### config.mk
export PLATFORM = sky130hd
export DESIGN_NAME = reg_file_mp
export DESIGN_NICKNAME = d
export VERILOG_FILES = /design/src/rtl/reg_file_mp.sv
export SDC_FILE = /design/constraint.sdc
export NUM_CORES = 2
export LEC_CHECK = 0
export CAP_MARGIN = 5
export CORE_ASPECT_RATIO = 1.1
export CORE_MARGIN = 3
export CORE_UTILIZATION = 50
export CTS_CLUSTER_SIZE = 40
export DETAILED_ROUTE_END_ITERATION = 7
export PLACE_DENSITY = 0.67
export SLEW_MARGIN = 30
export SYNTH_ARGS = -nofsm -noshare
export SYNTH_HDL_FRONTEND = slang
export SYNTH_SLANG_ARGS = --single-unit
export TNS_END_PERCENT = 10
### constraint.sdc
create_clock -name clk -period 3.7 [get_ports clk]
set_clock_uncertainty 0.15 [all_clocks]
set_input_delay 0.74 -clock clk [delete_from_list [all_inputs] [get_ports clk]]
set_output_delay 0.74 -clock clk [all_outputs]
set_load 0.02 [all_outputs]
### src/rtl/reg_file_mp.sv
// rtl/reg_file_mp.sv - multi-port register file with dual write, optional bypass/zero register and busy scoreboard
// Storage and scoreboard reset asynchronously; reads, bypass and busy lookup are combinational.
module reg_file_mp #(
  parameter int DATA_W   = 32,
  parameter int ADDR_W   = 5,
  parameter int NUM_RD   = 2,
  parameter int ZERO_REG = 1,
  parameter int BYPASS   = 1
) (
  input  logic                       clk,
  input  logic                       rst_n,
  input  logic                       we_a,
  input  logic [ADDR_W-1:0]          wa_a,
  input  logic [DATA_W-1:0]          wd_a,
  input  logic                       we_b,
  input  logic [ADDR_W-1:0]          wa_b,
  input  logic [DATA_W-1:0]          wd_b,
  input  logic [NUM_RD*ADDR_W-1:0]   ra,
  output logic [NUM_RD*DATA_W-1:0]   rd,
  output logic [NUM_RD-1:0]          rd_busy,
  input  logic                       issue_en,
  input  logic [ADDR_W-1:0]          issue_addr,
  output logic [(2**ADDR_W)-1:0]     busy_vec
);

  localparam int DEPTH = 2**ADDR_W;
  localparam bit HAS_ZERO = (ZERO_REG != 0);
  localparam bit HAS_BYP  = (BYPASS != 0);

  logic [DATA_W-1:0] regs_q [DEPTH];
  logic [DEPTH-1:0]  busy_q;
  logic [DEPTH-1:0]  busy_d;

  // Effective enables: writes and issues to the hardwired zero register vanish here.
  logic wen_a;
  logic wen_b;
  logic iss_en;
  logic [DEPTH-1:0] wsel_a;
  logic [DEPTH-1:0] wsel_b;
  logic [DEPTH-1:0] isel;

  assign wen_a  = we_a && !(HAS_ZERO && (wa_a == '0));
  assign wen_b  = we_b && !(HAS_ZERO && (wa_b == '0));
  assign iss_en = issue_en && !(HAS_ZERO && (issue_addr == '0));

  always_comb begin
    wsel_a = '0;
    wsel_b = '0;
    isel   = '0;
    if (wen_a)  wsel_a[wa_a]       = 1'b1;
    if (wen_b)  wsel_b[wa_b]       = 1'b1;
    if (iss_en) isel[issue_addr]   = 1'b1;
  end

  always_ff @(posedge clk or negedge rst_n) begin
    if (!rst_n) begin
      for (int r = 0; r < DEPTH; r++) regs_q[r] <= '0;
    end else begin
      if (wen_a) regs_q[wa_a] <= wd_a;
      // Port B is applied last so it wins a same-address collision.
      if (wen_b) regs_q[wa_b] <= wd_b;
    end
  end

  // A fresh issue marks a newer producer, so it overrides a completing write.
  always_comb begin
    busy_d = (busy_q & ~(wsel_a | wsel_b)) | isel;
    if (HAS_ZERO) busy_d[0] = 1'b0;
  end

  always_ff @(posedge clk or negedge rst_n) begin
    if (!rst_n) busy_q <= '0;
    else        busy_q <= busy_d;
  end

  assign busy_vec = busy_q;

  logic [ADDR_W-1:0] raddr;
  logic [DATA_W-1:0] rdata;
  logic              rbusy;

  always_comb begin
    rd      = '0;
    rd_busy = '0;
    raddr   = '0;
    rdata   = '0;
    rbusy   = 1'b0;
    for (int i = 0; i < NUM_RD; i++) begin
      raddr = ra[i*ADDR_W +: ADDR_W];
      rdata = regs_q[raddr];
      rbusy = busy_q[raddr];
      if (HAS_BYP) begin
        if (wen_a && (wa_a == raddr)) begin
          rdata = wd_a;
          rbusy = 1'b0;
        end
        if (wen_b && (wa_b == raddr)) begin
          rdata = wd_b;
          rbusy = 1'b0;
        end
      end
      if (HAS_ZERO && (raddr == '0)) begin
        rdata = '0;
        rbusy = 1'b0;
      end
      // Bypass would otherwise leak write data while reset is held.
      if (!rst_n) begin
        rdata = '0;
        rbusy = 1'b0;
      end
      rd[i*DATA_W +: DATA_W] = rdata;
      rd_busy[i]             = rbusy;
    end
  end

endmodule
### Word level (Yosys, flattened, before mapping)

Cells that the tools add are included.

| word-level totals | value |
|---|---|
| bits in registers | 1055 |
| output and inout bits | 98 |

| operators by class | value |
|---|---|
| equal/unequal tests | 4 |
| magnitude comparators | 14 |
| bitwise logic cells | 8 |
| reductions and logical operators | 20 |
| mux-type cells | 43 |

Operators with widths:

| operator | number |
|---|---|
| bitwise mux 1024 bit | 2 |
| 2-to-1 mux 1024 bit | 2 |
| 2-to-1 mux 32 bit | 17 |
| binary-select mux 32 bit (select 5 bit) | 2 |
| demux 32 bit (select 5 bit) | 2 |
| bitwise OR 32 bit | 2 |
| AND 32 bit | 1 |
| inverter 32 bit | 1 |
| less-than comparator 5 x 6 -> 1 bit, second input constant | 5 |
| zero test 5 bit | 5 |
| >= comparator 6 bit, second input constant | 4 |
| inverter 5 -> 6 bit | 4 |
| == test 5 bit | 4 |
| demux 1 bit (select 5 bit) | 3 |
| >= comparator 5 x 1 -> 1 bit, second input constant | 3 |
| 2-to-1 mux 1 bit | 13 |
| logical AND 1 bit | 12 |
| less-than comparator 6 x 1 -> 1 bit, second input constant | 2 |
| binary-select mux 1 bit (select 5 bit) | 2 |
| zero test 1 bit | 3 |

### Depth between registers and ports, before layout

| depth | value |
|---|---|
| depth in word-level cells | 9 |
| mapped depth | 11 |
| mapped depth without buffers | 6 |

### Worst setup path before layout

No wires, ideal clock.

| path | value |
|---|---|
| path kind | input to output |
| from | input ra[0] |
| to | output rd[10] |
| stages | 11 |
| path buffers | 5 |
| setup slack | 0.187 ns |
| arrival time | 2.623 ns |
| data required time | 2.810 ns |
| path through | buf_4 > buf_6 > buf_6 > buf_6 > and2_1 > clkbuf_1 > a22oi_1 > a21oi_1 > nor4_1 > a211oi_1 > nor3_1 |

| on the way | value |
|---|---|
| word-level cells in the longest chain between the ends | 8 |
| elaborated cells between the ends (all ways) | 13 |
| classes of those cells | eq/ne (2); mux (7); bitwise (1); reduce/logical (3) |

RTL lines:

| what | RTL line | source |
|---|---|---|
| start: declaration | 18 | `input logic [NUM_RD*ADDR_W-1:0] ra,` |
| inverter 5 -> 6 bit (implied by the code) | 90 | `rdata = regs_q[raddr];` |
| binary-select mux 32 bit (select 5 bit) | 90 |  |
| 2-to-1 mux 32 bit (implied by the code) (2 in a row) | 90 |  |
| 2-to-1 mux 32 bit | 93 | `if (wen_a && (wa_a == raddr)) begin` |
| 2-to-1 mux 32 bit | 97 | `if (wen_b && (wa_b == raddr)) begin` |
| 2-to-1 mux 32 bit (*) | 102 | `if (HAS_ZERO && (raddr == '0)) begin` |
| 2-to-1 mux 32 bit (*) | 107 | `if (!rst_n) begin` |
| end: declaration | 19 | `output logic [NUM_RD*DATA_W-1:0] rd,` |

Mark *: on every way between the ends. The rest lies on a longest branch, timed or not. The select of a mux whose other input is x is not followed.

### Worst setup path in the final report

| path | value |
|---|---|
| from | input wa_a[0] |
| to | output rd[46] |

| on the way | value |
|---|---|
| word-level cells in the longest chain between the ends | 8 |
| elaborated cells between the ends (all ways) | 9 |
| classes of those cells | eq/ne (1); mux (4); reduce/logical (4) |

RTL lines:

| what | RTL line | source |
|---|---|---|
| start: declaration | 13 | `input logic [ADDR_W-1:0] wa_a,` |
| zero test 5 bit | 42 | `assign wen_a = we_a && !(HAS_ZERO && (wa_a == '0));` |
| zero test 1 bit | 42 |  |
| logical AND 1 bit | 42 |  |
| logical AND 1 bit (*) | 93 |  |
| 2-to-1 mux 32 bit (*) | 93 |  |
| 2-to-1 mux 32 bit (*) | 97 |  |
| 2-to-1 mux 32 bit (*) | 102 |  |
| 2-to-1 mux 32 bit (*) | 107 |  |

Mark *: on every way between the ends. The rest lies on a longest branch, timed or not.

==> out/results.txt <==
First-pass GRT wire length - 441000 um
Synth area leaders - dfrtp_1 (39%), mux2i_1 (21%), mux4_2 (13%), a21oi_1 (4.4%), o21ai_0 (3.7%)
Fillers - 10600
Largest net degree at the start of global routing - 153
Post-synth top area cell - dfrtp_1
Pwr Total - 41.3 mW
Nets - 6992
Chip height - 392 um
Proportion of power drawn by the clock network - 30.4%
CTS tree - built
Max incr delay on CP - 0.36 ns
Hold Vio Cnt, Final - 2
Ports - 192
Worst Setup Path Type - input port to output pin
Combinational share of power - 28.1%
Actual slew at the worst max-slew pin - 0.976 ns
PwrDens - 503 mW/mm^2
Pins Over Slew Limit - 0
Failing checks - design-rule violations, negative hold slack, negative setup slack
Largest family of logic cells by synthesized area - multiplexers
Post-layout min period - 3.96 ns
Synth Warn # - 0
Mean area per synthesized cell - 10.2 um^2
Max_cap viols - 0
Core area - 0.133 mm^2
Asr flop ratio synth - 100%
Adder-cell share of the synthesized area - 0%
CP Max Fanout - 4
Crit path cell chain - dlygate4sd2_1, xor2_1, nor3_1, and4_4, buf_12, nand2b_4, nor2_4, buf_6, buf_8, a221o_1, buf_6
Row Count - 140
Top Metal Used - met5
Post-synth EDFFs - 0
Clock Latency Late Sink - 0.80 ns
Vias in the first global route - 59800
Detailed Routing Iterations Pass 1 - 8
Setup-failing EPs final - 61
Worst slack, placed - -1.38 ns
CTS buffer count - 113
Most used DFF post-synth - dfrtp_1
Syn_nets - 6749
Critical path required time - 2.81 ns
Final Worst Setup Slack - -0.264 ns
WL met3 - 51100 um
Layout cells sized above 1 - 24.5%
Routed Antenna Nets - 0
Simple-Gate Fraction of Synth Area - 8.78%
Finished Layout Cells - 8779
WL met1 - 108000 um
Synth Area in XOR/XNOR - 0.259%
DRC violations left - 9
Routed len/inst - 35.6 um
CP top delay family - buffers and inverters
Gpl congestion - 0.994
Sequential area share after synthesis - 39.1%
Worst hold-check path type - input port to async pin
Mapped Cells - 6655
Yosys top cell area share - 39.1%
Synth Area in Compound Gates - 12.8%
Area growth, synth to finish - 21.5%
DR vias/cell - 7.15
CP Buf/Inv Count - 5
Internal power - 27.7 mW
Most common cell after layout, fill and taps aside - mux2i_1
Switching power total - 13.6 mW
FF+latch count, synth - 1055
Die area - 0.140 mm^2
Multiplexer share of the synthesized area - 33.4%
Max-slew headroom - 34.9%
Max VDD drop - 416 uV
Part of the power in registers - 41.6%
Initial antenna violation count - 12
Leak - 36.5 nW
Total negative slack - -8.98 ns
RSZ-0062 raised after global routing - yes
Util after Layout - 61.6%
Status - complete, but fails checks
Worst Hold Margin - -0.00566 ns
Routed WL - 313000 um
Worst-path clk slew - 0.07 ns
CTS max path bufs - 3
Number of DRC markers in iteration 0 - 10500
Period utilization - 107%
HPWL after detailed placement - 198000 um
Most frequent cells in the layout - mux2i_1 (1381), dfrtp_1 (1054), a21oi_1 (587)
Inst Count DP - 8489
CP Launch Type - input port
Synth cell types - 66
Initial Util - 50.7%
Critical Path AT - 3.07 ns
Grt ovf - 0
CTS Sinks - 1055
Via count - 62700
All-layer global routing usage - 44.1%
Fmax - 0.252 GHz
CP endpoint kind - output pin
DR WL met2 - 126000 um
I/O Buffers - 190
Chip Width - 356 um
H-tree depth - 3
Synthesized cell area - 0.0676 mm^2
CP dominant cell by count - buf_6
CTS root buf - clkbuf_16
Switching part of the total - 33.0%
Crit path max-delay cell type - and4_4
-- worst register-to-register path, cell delays in order (launching register included) --
cell and delay [ns]:
dfrtp_1 0.41, mux2i_1 0.24, o21ai_0 0.12
-- power by group through the flow --
| stage | registers, mW | clock network [mW] | logic, mW |
|---|---|---|---|
| floorplan | 16.3 | 0 | 7.46 |
| detailed placement | 17.1 | 0 | 10.9 |
| CTS | 17.0 | 12.5 | 11.2 |
| global placement | 16.9 | 0 | 10.6 |
| finish | 17.2 | 12.5 | 11.6 |
| global route | 17.4 | 13.0 | 12.3 |
-- cells in the mapped netlist, drive strengths merged (26+ instances only) --
master and count:
mux2i 1397, dfrtp 1055, nor2 611, a21oi 599, nand2 589, clkbuf 550, o21ai 514, mux4 376
buf 310, a22oi 167, nor3 70, a211oi 51, o22ai 43, nor2b 39, nand3 34, a32oi 29
nor4 26
-- metal layers --
| layer | up-vias | GRT usage, % |
|---|---|---|
| li1 | 24700 | - |
| met1 | 30500 | 55.3 |
| met2 | 5916 | 60.1 |
| met3 | 1640 | 19.4 |
| met4 | 14 | 31.6 |
| met5 | - | 0.281 |
-- final cells by class --
| type | instances | area [um^2] | area share, % |
|---|---|---|---|
| clock buffer | 156 | 3340 | 4.07 |
| clock inverter | 56 | 687 | 0.836 |
| multi-input combinational | 4729 | 38600 | 47.1 |
| antenna | 9 | 22.5 | 0.0274 |
| inverter | 11 | 42.5 | 0.0518 |
| tap | 1775 | 2220 | 2.70 |
| timing repair buffer | 988 | 10800 | 13.1 |
| sequential | 1055 | 26400 | 32.2 |
-- final timing paths --
check | from | to | slack [ns] | cells after the start
max | wa_a[0] | rd[46] | -0.26 | 11
min | rst_n | regs_q[957] | -0.006 | 2
max reg2reg | regs_q[954] | regs_q[954] | 2.63 | 2
min reg2reg | regs_q[1023] | regs_q[1023] | 0.25 | 0
max in group asynchronous | rst_n | regs_q[582] | 1.32 | 4
min in group clk | regs_q[1023] | regs_q[1023] | 0.25 | 0
-- state kept, by name (all words and copies together) (netlist names) --
signal	flops
regs_q	1024
busy_vec	31
-- cell families (layout without fill, tap and decap cells) --
family          Yosys count  count (layout)
compound gates         1497            1497
xor+xnor                 20              20
buf+inv                 871            1211
flops                  1055            1055
mux                    1781            1781
other cells               1              10
simple gates           1430            1430
-- timing repair --
item | CTS | global route
gates resized for setup | 424 | 92
endpoints found under the hold margin | 29 | 0
hold buffers | 1 | 0
cloned | 6 | 0
buffers inserted | 57 | 11
pin swaps | 71 | 35
setup endpoints to repair | 66 | 66
-- through the flow --
| stage | area (um^2) | hold WS (ns) |
|---|---|---|
| 2_1_floorplan | 67600 | 0.291 |
| 3_3_place_gp | 76000 | 0.227 |
| 3_5_place_dp | 76000 | 0.234 |
| 4_1_cts | 81700 | 0.0604 |
| 5_1_grt | 82100 | 0.0708 |
| 6_report | 82100 | -0.00566 |
Note: power is estimated with default switching activity, not from simulation.
